### src/rtl/modulo_n_down_counter.sv
// Modulo-N down counter: IDLE/COUNT/DONE FSM; load starts a countdown, tc pulses on the enabled edge at zero.
// Latency: all outputs are registered; load, step and tc take effect on the edge after their inputs are sampled.
// Flow control: enable low stalls the count without losing a step; optional wrap counter under `WRAP_CNT_EN`.
module modulo_n_down_counter #(
  parameter int N         = 13,
  parameter int cnt_width = 4
) (
  input  logic                 clk,
  input  logic                 reset,
  input  logic                 enable,
  input  logic                 load,
  input  logic [cnt_width-1:0] load_value,
  input  logic                 auto_reload,
  output logic [cnt_width-1:0] counter_out,
  output logic                 tc,
  output logic                 busy
`ifdef WRAP_CNT_EN
  ,
  output logic [7:0]           wrap_count
`endif
);

  // Largest legal count; N may equal 2**cnt_width, so N-1 always fits.
  localparam logic [cnt_width-1:0] MAX_VAL = cnt_width'(N - 1);

  typedef enum logic [1:0] {
    IDLE  = 2'd0,
    COUNT = 2'd1,
    DONE  = 2'd2
  } state_t;

  state_t               state;
  state_t               state_nxt;
  logic [cnt_width-1:0] cnt_nxt;
  logic                 tc_nxt;
  logic                 busy_nxt;
  logic [cnt_width-1:0] load_clamped;

`ifdef WRAP_CNT_EN
  logic [7:0] wrap_nxt;
`endif

  // Out-of-range load values are clamped so the count never leaves 0..N-1.
  always_comb begin
    load_clamped = (load_value > MAX_VAL) ? MAX_VAL : load_value;
  end

  // Next-state, next-count and registered-output values; load overrides any step.
  always_comb begin
    state_nxt = state;
    cnt_nxt   = counter_out;
    tc_nxt    = 1'b0;
`ifdef WRAP_CNT_EN
    wrap_nxt  = wrap_count;
`endif
    if (load) begin
      state_nxt = COUNT;
      cnt_nxt   = load_clamped;
`ifdef WRAP_CNT_EN
      wrap_nxt  = 8'd0;
`endif
    end else begin
      case (state)
        COUNT: begin
          if (enable) begin
            if (counter_out != '0) begin
              cnt_nxt = counter_out - 1'b1;
            end else begin
              // Zero crossing: the only point where auto_reload is looked at.
              tc_nxt = 1'b1;
              if (auto_reload) begin
                cnt_nxt = MAX_VAL;
`ifdef WRAP_CNT_EN
                wrap_nxt = (wrap_count == 8'd255) ? wrap_count : wrap_count + 8'd1;
`endif
              end else begin
                state_nxt = DONE;
              end
            end
          end
        end
        IDLE:    state_nxt = IDLE;
        DONE:    state_nxt = DONE;
        default: state_nxt = IDLE;
      endcase
    end
    busy_nxt = (state_nxt == COUNT);
  end

  // State and output registers with synchronous active-low reset.
  always_ff @(posedge clk) begin
    if (!reset) begin
      state       <= IDLE;
      counter_out <= MAX_VAL;
      tc          <= 1'b0;
      busy        <= 1'b0;
    end else begin
      state       <= state_nxt;
      counter_out <= cnt_nxt;
      tc          <= tc_nxt;
      busy        <= busy_nxt;
    end
  end

`ifdef WRAP_CNT_EN
  // Saturating count of auto-reload wraps, cleared by reset and by load.
  always_ff @(posedge clk) begin
    if (!reset) begin
      wrap_count <= 8'd0;
    end else begin
      wrap_count <= wrap_nxt;
    end
  end
`endif

endmodule
### config.mk
export PLATFORM = sky130hd
export DESIGN_NAME = modulo_n_down_counter
export DESIGN_NICKNAME = d
export VERILOG_FILES = /design/src/rtl/modulo_n_down_counter.sv
export SDC_FILE = /design/constraint.sdc
export NUM_CORES = 1
export LEC_CHECK = 0
export ABC_AREA = 1
export CORE_AREA = 2 2 39 41
export CTS_CLUSTER_DIAMETER = 30
export DETAILED_ROUTE_END_ITERATION = 8
export DIE_AREA = 0 0 41 43
export GPL_ROUTABILITY_DRIVEN = 0
export GPL_TIMING_DRIVEN = 0
export PLACE_DENSITY_LB_ADDON = 0.1
export SKIP_LAST_GASP = 1
export SYNTH_ARGS = -nofsm -noshare
export SYNTH_HDL_FRONTEND = slang
export SYNTH_SLANG_ARGS = --single-unit
### constraint.sdc
create_clock -name clk -period 3.05 [get_ports clk]
set_input_delay 0.4575 -clock clk [delete_from_list [all_inputs] [get_ports clk]]
set_output_delay 0.4575 -clock clk [all_outputs]
set_load 0.005 [all_outputs]
Word level (Yosys, flattened, before mapping)

Index checks and enable logic that the tools add are counted.

Add/subtract/negate cells: 1
Order comparisons: 1
Equal/unequal tests: 3
Mux-type cells: 12
Bitwise logic cells: 3
Reductions and logical operators: 6

Operators by type and width:

| kind                                              | number |
|---|---|
| 2-to-1 mux 4 bit                                  | 6 |
| 2-to-1 mux 2 bit                                  | 4 |
| == test 2 x 1 -> 1 bit (second input constant)    | 2 |
| > comparator 4 bit (second input constant)        | 1 |
| case mux 2 bit (2 select lines)                   | 1 |
| nonzero test 2 bit                                | 2 |
| nonzero test 4 bit                                | 1 |
| OR reduction 4 bit                                | 1 |
| subtractor 4 x 1 -> 4 bit (second input constant) | 1 |
| inverter 1 bit                                    | 3 |
| AND reduction 3 bit                               | 1 |
| nonzero test 3 bit                                | 1 |
| == test 2 bit (second input constant)             | 1 |
| 2-to-1 mux 1 bit                                  | 1 |

Register bits: 8
Input bits: 9
Output and inout port bits: 6
Logic and storage cells: 30

Logic depth before layout (Yosys ltp)

Gate-level depths: netlist of run 1.

Depth after elaboration: 6
Mapped depth: 8

Worst setup path before layout of run 1

OpenSTA, ideal clock, no wires.

Path type: flip-flop to flip-flop
From: register state[0]
To: register busy
Setup time: 0.070 ns
Arrival time: 1.071 ns
Path slack: 1.909 ns
Stages on the path, launching flop included: 8
Path buffers: 0
Path through: dfxtp_1 inv_1 ha_1 nor3_1 nand2_1 nand2_1 nand2_1 a21oi_1

Cells in the longest elaborated chain, start to end: 6
Elaborated cells between the ends (all ways): 8
Those cells by class: eq/ne: 3; mux: 5

Ends and longest elaborated chain:

| item                              | line | text |
|---|---|---|
| start, declared                   | 32   | `state_t state;` |
| start signal, assigned            | 98   | `state <= state_nxt;` |
| 2-to-1 mux 2 bit                  | 71   | `if (auto_reload) begin` |
| 2-to-1 mux 2 bit                  | 66   | `if (counter_out != '0) begin` |
| 2-to-1 mux 2 bit                  | 65   | `if (enable) begin` |
| case mux 2 bit (2 select lines) * | 63   | `case (state)` |
| 2-to-1 mux 2 bit *                | 56   | `if (load) begin` |
| == test 2 x 1 -> 1 bit *          | 87   | `busy_nxt = (state_nxt == COUNT);` |
| end signal, assigned              | 101  | `busy <= busy_nxt;` |
| end, declared                     | 16   | `output logic busy` |

Every way passes the cells marked *; elsewhere a longest branch is shown, timed or not.
A chain may end at the register's enable or synchronous reset.

Worst setup path in the final report of run 1

From: register counter_out[2]
To: output counter_out[2]

RTL lines:

| item                   | line | text |
|---|---|---|
| start, declared        | 14   | `output logic [cnt_width-1:0] counter_out,` |
| start signal, assigned | 99   | `counter_out <= cnt_nxt;` |

No word-level cell between the ends.

==> metrics.md, run 1 <==
| Metric | Value |
|---|---|
| Outcome | `completed` |
| Root buf cell | `clkbuf_4` |
| VDD IR max | `0.207 mV` |
| Worst-Skew Late Latency | `250 ps` |
| Cell family with most CP delay | `buffers and inverters` |
| Commonest non-fill, non-tap cell in the layout | `nand2_1` |
| Synthesized instance count | `78` |
| Crit Path Category | `register to output pin` |
| Die area | `1760 um2` |
| Met3 Usage GRT | `4.71%` |
| Cell Pwr Density | `390 nW/um2` |
| Cts-stage hold buffer count | `0` |
| Total grt overflow | `0` |
| CP Cell Sequence | `clkdlybuf4s50_1` |
| Post-layout min period | `approximately 1700 ps` |
| Worst Setup Start Kind | `register` |
| Number of global-route vias before repair | `450` |
| Finished Cell Area | `682 um2` |
| CTS tree | `built` |
| Post-DR wirelength/cell | `10.1 um` |
| Critical-path cell with the highest stage delay | `clkdlybuf4s50_1` |
| Avg Inst Size Synth | `6.53 um2` |
| Area leader, netlist | `dfxtp_1` |
| Final #Nets | `roughly 110` |
| Critical path capture point type | `output pin` |
| Detailed Place HPWL | `847 um` |
| M1 GR Usage | `22.1%` |
| IO Pins | `15` |
| Dpl ws | `approximately 1500 ps` |
| RSZ-0062 raised after global routing | `no` |
| Placed Area | `659 um2` |
| Max-slew headroom | `83.2%` |
| P&R area growth vs syn | `33.9%` |
| Setup Skew | `1.44 ps` |
| Global Route Usage Sum | `16.0%` |
| DR iter-0 viols | `7` |
| Least-Margin Pin Slew | `249 ps` |
| Avg Vias per Cell | `4.76` |
| CTS Buf Count | `3` |
| Count of input and output buffers | `13` |
| HP Class | `input pin to register` |
| Critical path's largest stage delay | `around 550 ps` |
| Bufs on Longest Clock Path | `2` |
| Row count | `14` |
| Die H | `43 um` |
| Commonest non-fill, non-tap cells in the layout | `nand2_1, clkdlybuf4s50_1, inv_1` |
| Synth warn | `0` |
| Final WS setup | `~1300 ps` |
| Core footprint | `~1400 um2` |
| # DRC | `0` |
| CTS clk-pin slew, worst paths | `60 ps` |
| Int Pwr | `~0.19 mW` |
| Netlist Area Pre-Place | `509 um2` |
| Pins over their slew limit | `0` |
| # setup viols final | `0` |
| Reg power frac | `45.3%` |
| Fin crit share | `56.5%` |
| Antenna violations before repair | `0` |
| Fin. Hold Viols | `0` |
| H-tree depth | `1` |
| Maxcap violations | `0` |
| Die Span X | `41 um` |
| Gr busiest metal | `met1` |
| Setup TNS Final | `0 ps` |
| Detailed Route WL | `between 1 and 1.5 mm` |
| Post-synth top area share | `between 30% and 40%` |
| Layout cells sized above 1 | `between 10% and 20%` |
| Post-CTS Setup Inserts | `0` |
| Filler cells | `145` |
| Combinational power share | `between 20% and 30%` |
| Peak fanout along the critical path | `6` |
| CP Data Required Time | `around 2600 ps` |
| # resized after CTS | `0` |
| Ant diodes | `0` |
| Multi-input gate area | `293 um2` |
| Vias | `524` |
| Crit path DAT | `1260 ps` |
| #FFs+latches synth | `8` |
| Register area | `160 um2` |
| Initial Util | `between 30% and 40%` |
| Peak Freq | `between 500 and 600 MHz` |
| Largest net degree at the start of global routing | `10` |
| Synth top area cells | `dfxtp_1, nand2_1, inv_1` |
| First-pass GRT wire length | `around 1.9 mm` |
| Sequential share of the synthesized area | `31.4%` |
| Switching portion of total power | `29.0%` |
| DRT antenna net count | `0` |
| Clock power share | `31.1%` |
| Sink Count | `8` |
| Net load switching power | `0.0769 mW` |
| TritonRoute pass-1 iters | `4` |
| Pleak | `0.320 nW` |
| Post-Synthesis Net Count | `89` |
| Met2 Use GR | `20.9%` |
| Synth cell types | `17` |
| Crit path buf inv count | `1` |
==> metal layers <==
layer / part of all wire, % / up-vias
met4: 3.1 / 0
met2: 44 / 16
met5: 0 / -
li1: - / 281
met3: 4.1 / 4
met1: 49 / 223
==> final timing paths <==
| check | cells past startpoint | from | to | slack (ps) |
|---|---|---|---|---|
| worst max-delay path | 1 | counter_out[2]$_SDFFE_PN1P_ | counter_out[2] | 1330 |
| worst min-delay path | 2 | load | tc$_SDFF_PP0_ | 420 |
| worst max register to register | 7 | state[0]$_SDFF_PN0_ | busy$_SDFF_PN0_ | 1820 |
| worst min register to register | 2 | counter_out[0]$_SDFFE_PN0P_ | counter_out[0]$_SDFFE_PN0P_ | 580 |
==> cells in the mapped netlist (all sizes together) <==
library cell and number:
buf 1, dfxtp 8, inv 12, nor3 1, a21oi 7, nor4 1, o21ai 2, or2 1
nand3b 1, nand2 26, nor2 7, nand3 9, ha 2
==> layout make-up <==
cell class,count,share of cell area [%]
clock buffers,3,3.30
repair buffers,13,19.1
multi-input cells,57,42.9
well taps,16,2.94
plain buffers,1,1.65
inverters,12,6.61
flip-flops and latches,8,23.5
==> state kept, by name, summed over array words and instances, names as in the netlist <==
register	count
state	2
busy	1
counter_out	4
tc	1
==> stage by stage <==
step	power (mW)	std cells	hold slack [ps]	util, %
global route	0.279	110	433	49.3
global placement	0.185	107	572	47.6
detailed placement	0.185	107	565	47.6
floorplan	0.157	78	546	-
finish	0.266	110	423	49.3
CTS	0.267	110	418	49.3
==> cell families after synthesis <==
| logic type | Yosys count | share of synthesized area [%] |
|---|---|---|
| AO/OA/AOI/OAI | 9 | 9.58 |
| adder cells (fa/ha/maj) | 2 | 4.91 |
| buffers and inverters | 13 | 11.1 |
| flip-flops | 8 | 31.4 |
| AND/OR/NAND/NOR | 46 | 43.0 |
==> power by group through the flow <==
stage | logic [mW] | clock network [mW] | registers, mW
floorplan | 0.0352 | 0 | 0.122
global placement | 0.0623 | 0 | 0.122
detailed placement | 0.0625 | 0 | 0.123
CTS | 0.0628 | 0.0842 | 0.120
global route | 0.0703 | 0.0866 | 0.122
finish | 0.0626 | 0.0826 | 0.120
No activity file was read; power rests on OpenSTA's default activity.
==> run 2, diff against run 1 <==
--- a/config.mk
+++ b/config.mk
@@ -6,10 +6,10 @@
 export NUM_CORES = 1
 export LEC_CHECK = 0
 export ABC_AREA = 1
-export CORE_AREA = 2 2 39 41
+export CORE_MARGIN = 2
+export CORE_UTILIZATION = 39
 export CTS_CLUSTER_DIAMETER = 30
 export DETAILED_ROUTE_END_ITERATION = 8
-export DIE_AREA = 0 0 41 43
 export GPL_ROUTABILITY_DRIVEN = 0
 export GPL_TIMING_DRIVEN = 0
 export PLACE_DENSITY_LB_ADDON = 0.1
==> constraint.sdc (replaced) <==
create_clock -name clk -period 1.55 [get_ports clk]
set_input_delay 0.2325 -clock clk [delete_from_list [all_inputs] [get_ports clk]]
set_output_delay 0.2325 -clock clk [all_outputs]
set_load 0.005 [all_outputs]
==> run 2 against run 1 <==
Sequential power grew 97%. Largest cell class unchanged. Highest routed layer unchanged. Power increased by 98%. Cell count is 0.91% lower. Count of clock-buffer cells in the layout unchanged.
==> metrics.md, run 2 (synthesized netlist as in run 1, its figures left out) <==
| Metric | Value |
|---|---|
| Critical path's largest stage delay | `550 ps` |
| RSZ-0062 raised after global routing | `no` |
| Non-Filler Instances | `109` |
| HP Class | `input pin to register` |
| Max reg flops | `4` |
| Least-Margin Pin Slew | `251 ps` |
| DR iter-0 viols | `5` |
| Sink Count | `8` |
| Crit path buf inv count | `1` |
| Die H | `40.1 um` |
| CP Data Required Time | `~1300 ps` |
| Detailed Place HPWL | `846 um` |
| IO Pins | `15` |
| Bufs on Longest Clock Path | `2` |
| R2R depth | `7` |
| Die area | `1610 um2` |
| CP Cell Sequence | `clkdlybuf4s50_1` |
| Worst Setup Start Kind | `register` |
| # DRC | `0` |
| Total grt overflow | `0` |
| Worst-Skew Late Latency | `260 ps` |
| Crit Path Category | `register to output pin` |
| CTS clk-pin slew, worst paths | `60 ps` |
| Worst setup startpoint | `counter_out[0]$_SDFFE_PN0P_` |
| Clock power share | `31.4%` |
| Count of input and output buffers | `13` |
| Placed cell count | `approximately 110` |
| Detailed Route WL | `1.11 mm` |
| DRT antenna net count | `0` |
| Post-DR wirelength/cell | `10.1 um` |
| Combinational power share | `23.4%` |
| CTS tree | `built` |
| # resized after CTS | `0` |
| P&R area growth vs syn | `33.9%` |
| Largest net degree at the start of global routing | `10` |
| Fin crit share | `between 90% and 100%` |
| Cts-stage hold buffer count | `0` |
| Crit path DAT | `1270 ps` |
| Pleak | `between 0.3 and 0.4 nW` |
| Switching portion of total power | `29.1%` |
| Critical path capture point type | `output pin` |
| Number of global-route vias before repair | `~440` |
| Final #Nets | `107` |
| Worst setup endpoint | `counter_out[0]` |
| Biggest regs | `counter_out: 4 flops, state: 2 flops` |
| Core footprint | `1250 um2` |
| Outcome | `completed` |
| Post-CTS Setup Inserts | `0` |
| FF-to-FF End | `busy$_SDFF_PN0_` |
| Fin. Hold Viols | `0` |
| CP Depth | `1` |
| Reg power frac | `about 45%` |
| CTS Buf Count | `3` |
| Root buf cell | `clkbuf_4` |
| Initial Util | `40.7%` |
| VDD IR max | `about 0.37 mV` |
| Cell Pwr Density | `770 nW/um2` |
| Worst hold stages | `2` |
| Peak Freq | `664 MHz` |
| Layout cells sized above 1 | `12.8%` |
| Biggest register | `counter_out` |
| Net load switching power | `0.153 mW` |
| Setup TNS Final | `0 ps` |
| Maxcap violations | `0` |
| Max-slew headroom | `83.2%` |
| Peak fanout along the critical path | `6` |
| Setup Skew | `12.7 ps` |
| Post-layout min period | `1510 ps` |
| Die Span X | `about 40 um` |
| TritonRoute pass-1 iters | `4` |
| Int Pwr | `0.372 mW` |
| Antenna violations before repair | `0` |
| Commonest non-fill, non-tap cell in the layout | `nand2_1` |
| Global Route Usage Sum | `roughly 17%` |
| Ant diodes | `0` |
| # setup viols final | `0` |
| Avg Vias per Cell | `4.74` |
| R2r setup slk | `310 ps` |
| Finished Cell Area | `682 um2` |
| Critical-path cell with the highest stage delay | `clkdlybuf4s50_1` |
| H-tree depth | `1` |
| RR Startpoint | `state[0]$_SDFF_PN0_` |
| First-pass GRT wire length | `1.78 mm` |
| Vias | `517` |
| Cell family with most CP delay | `buffers and inverters` |
| Row count | `13` |
| Commonest non-fill, non-tap cells in the layout | `nand2_1, clkdlybuf4s50_1, inv_1` |
| Pins over their slew limit | `0` |
| Placed Area | `between 600 and 700 um2` |
[run 2: metrics by stage]
step / hold slack (ps) / util (%) / setup slack [ps] / power (mW)
final: 186 / 54.4 / 43.6 / 0.525
after global routing: 192 / 54.4 / 21.1 / 0.560
after CTS: 188 / 54.3 / 38.9 / 0.528
after detailed placement: 463 / 52.5 / 216 / 0.364
after global placement: 463 / 52.5 / 209 / 0.364
after floorplan: 348 / - / 409 / 0.308
[run 2: layout make-up]
class	count	area, um2
plain buffers	1	11.3
fillers	130	571
multi-input cells	57	293
clock buffers	3	22.5
flip-flops and latches	8	161
inverters	12	45.0
well taps	15	18.8
repair buffers	13	130
[run 2: power by group through the flow]
| stage | clock network [mW] | registers [mW] | logic (mW) |
|---|---|---|---|
| after floorplan | 0 | 0.239 | 0.0692 |
| after global placement | 0 | 0.241 | 0.123 |
| after detailed placement | 0 | 0.241 | 0.123 |
| after CTS | 0.167 | 0.237 | 0.124 |
| after global routing | 0.182 | 0.239 | 0.139 |
| final | 0.165 | 0.237 | 0.123 |
[run 2: routing by layer]
layer,vias up,track usage (%),share of wire [%]
li1,279,-,-
met1,222,22.5,51
met2,13,24.6,41
met3,3,5.00,5.7
met4,0,10.3,1.6
met5,-,0,0
[run 2: worst min path at each step]
stage                          endpoint  start
floorplan           state[0]$_SDFF_PN0_  reset
global placement          tc$_SDFF_PP0_   load
detailed placement        tc$_SDFF_PP0_   load
CTS                       tc$_SDFF_PP0_   load
global route              tc$_SDFF_PP0_   load
finish                    tc$_SDFF_PP0_   load
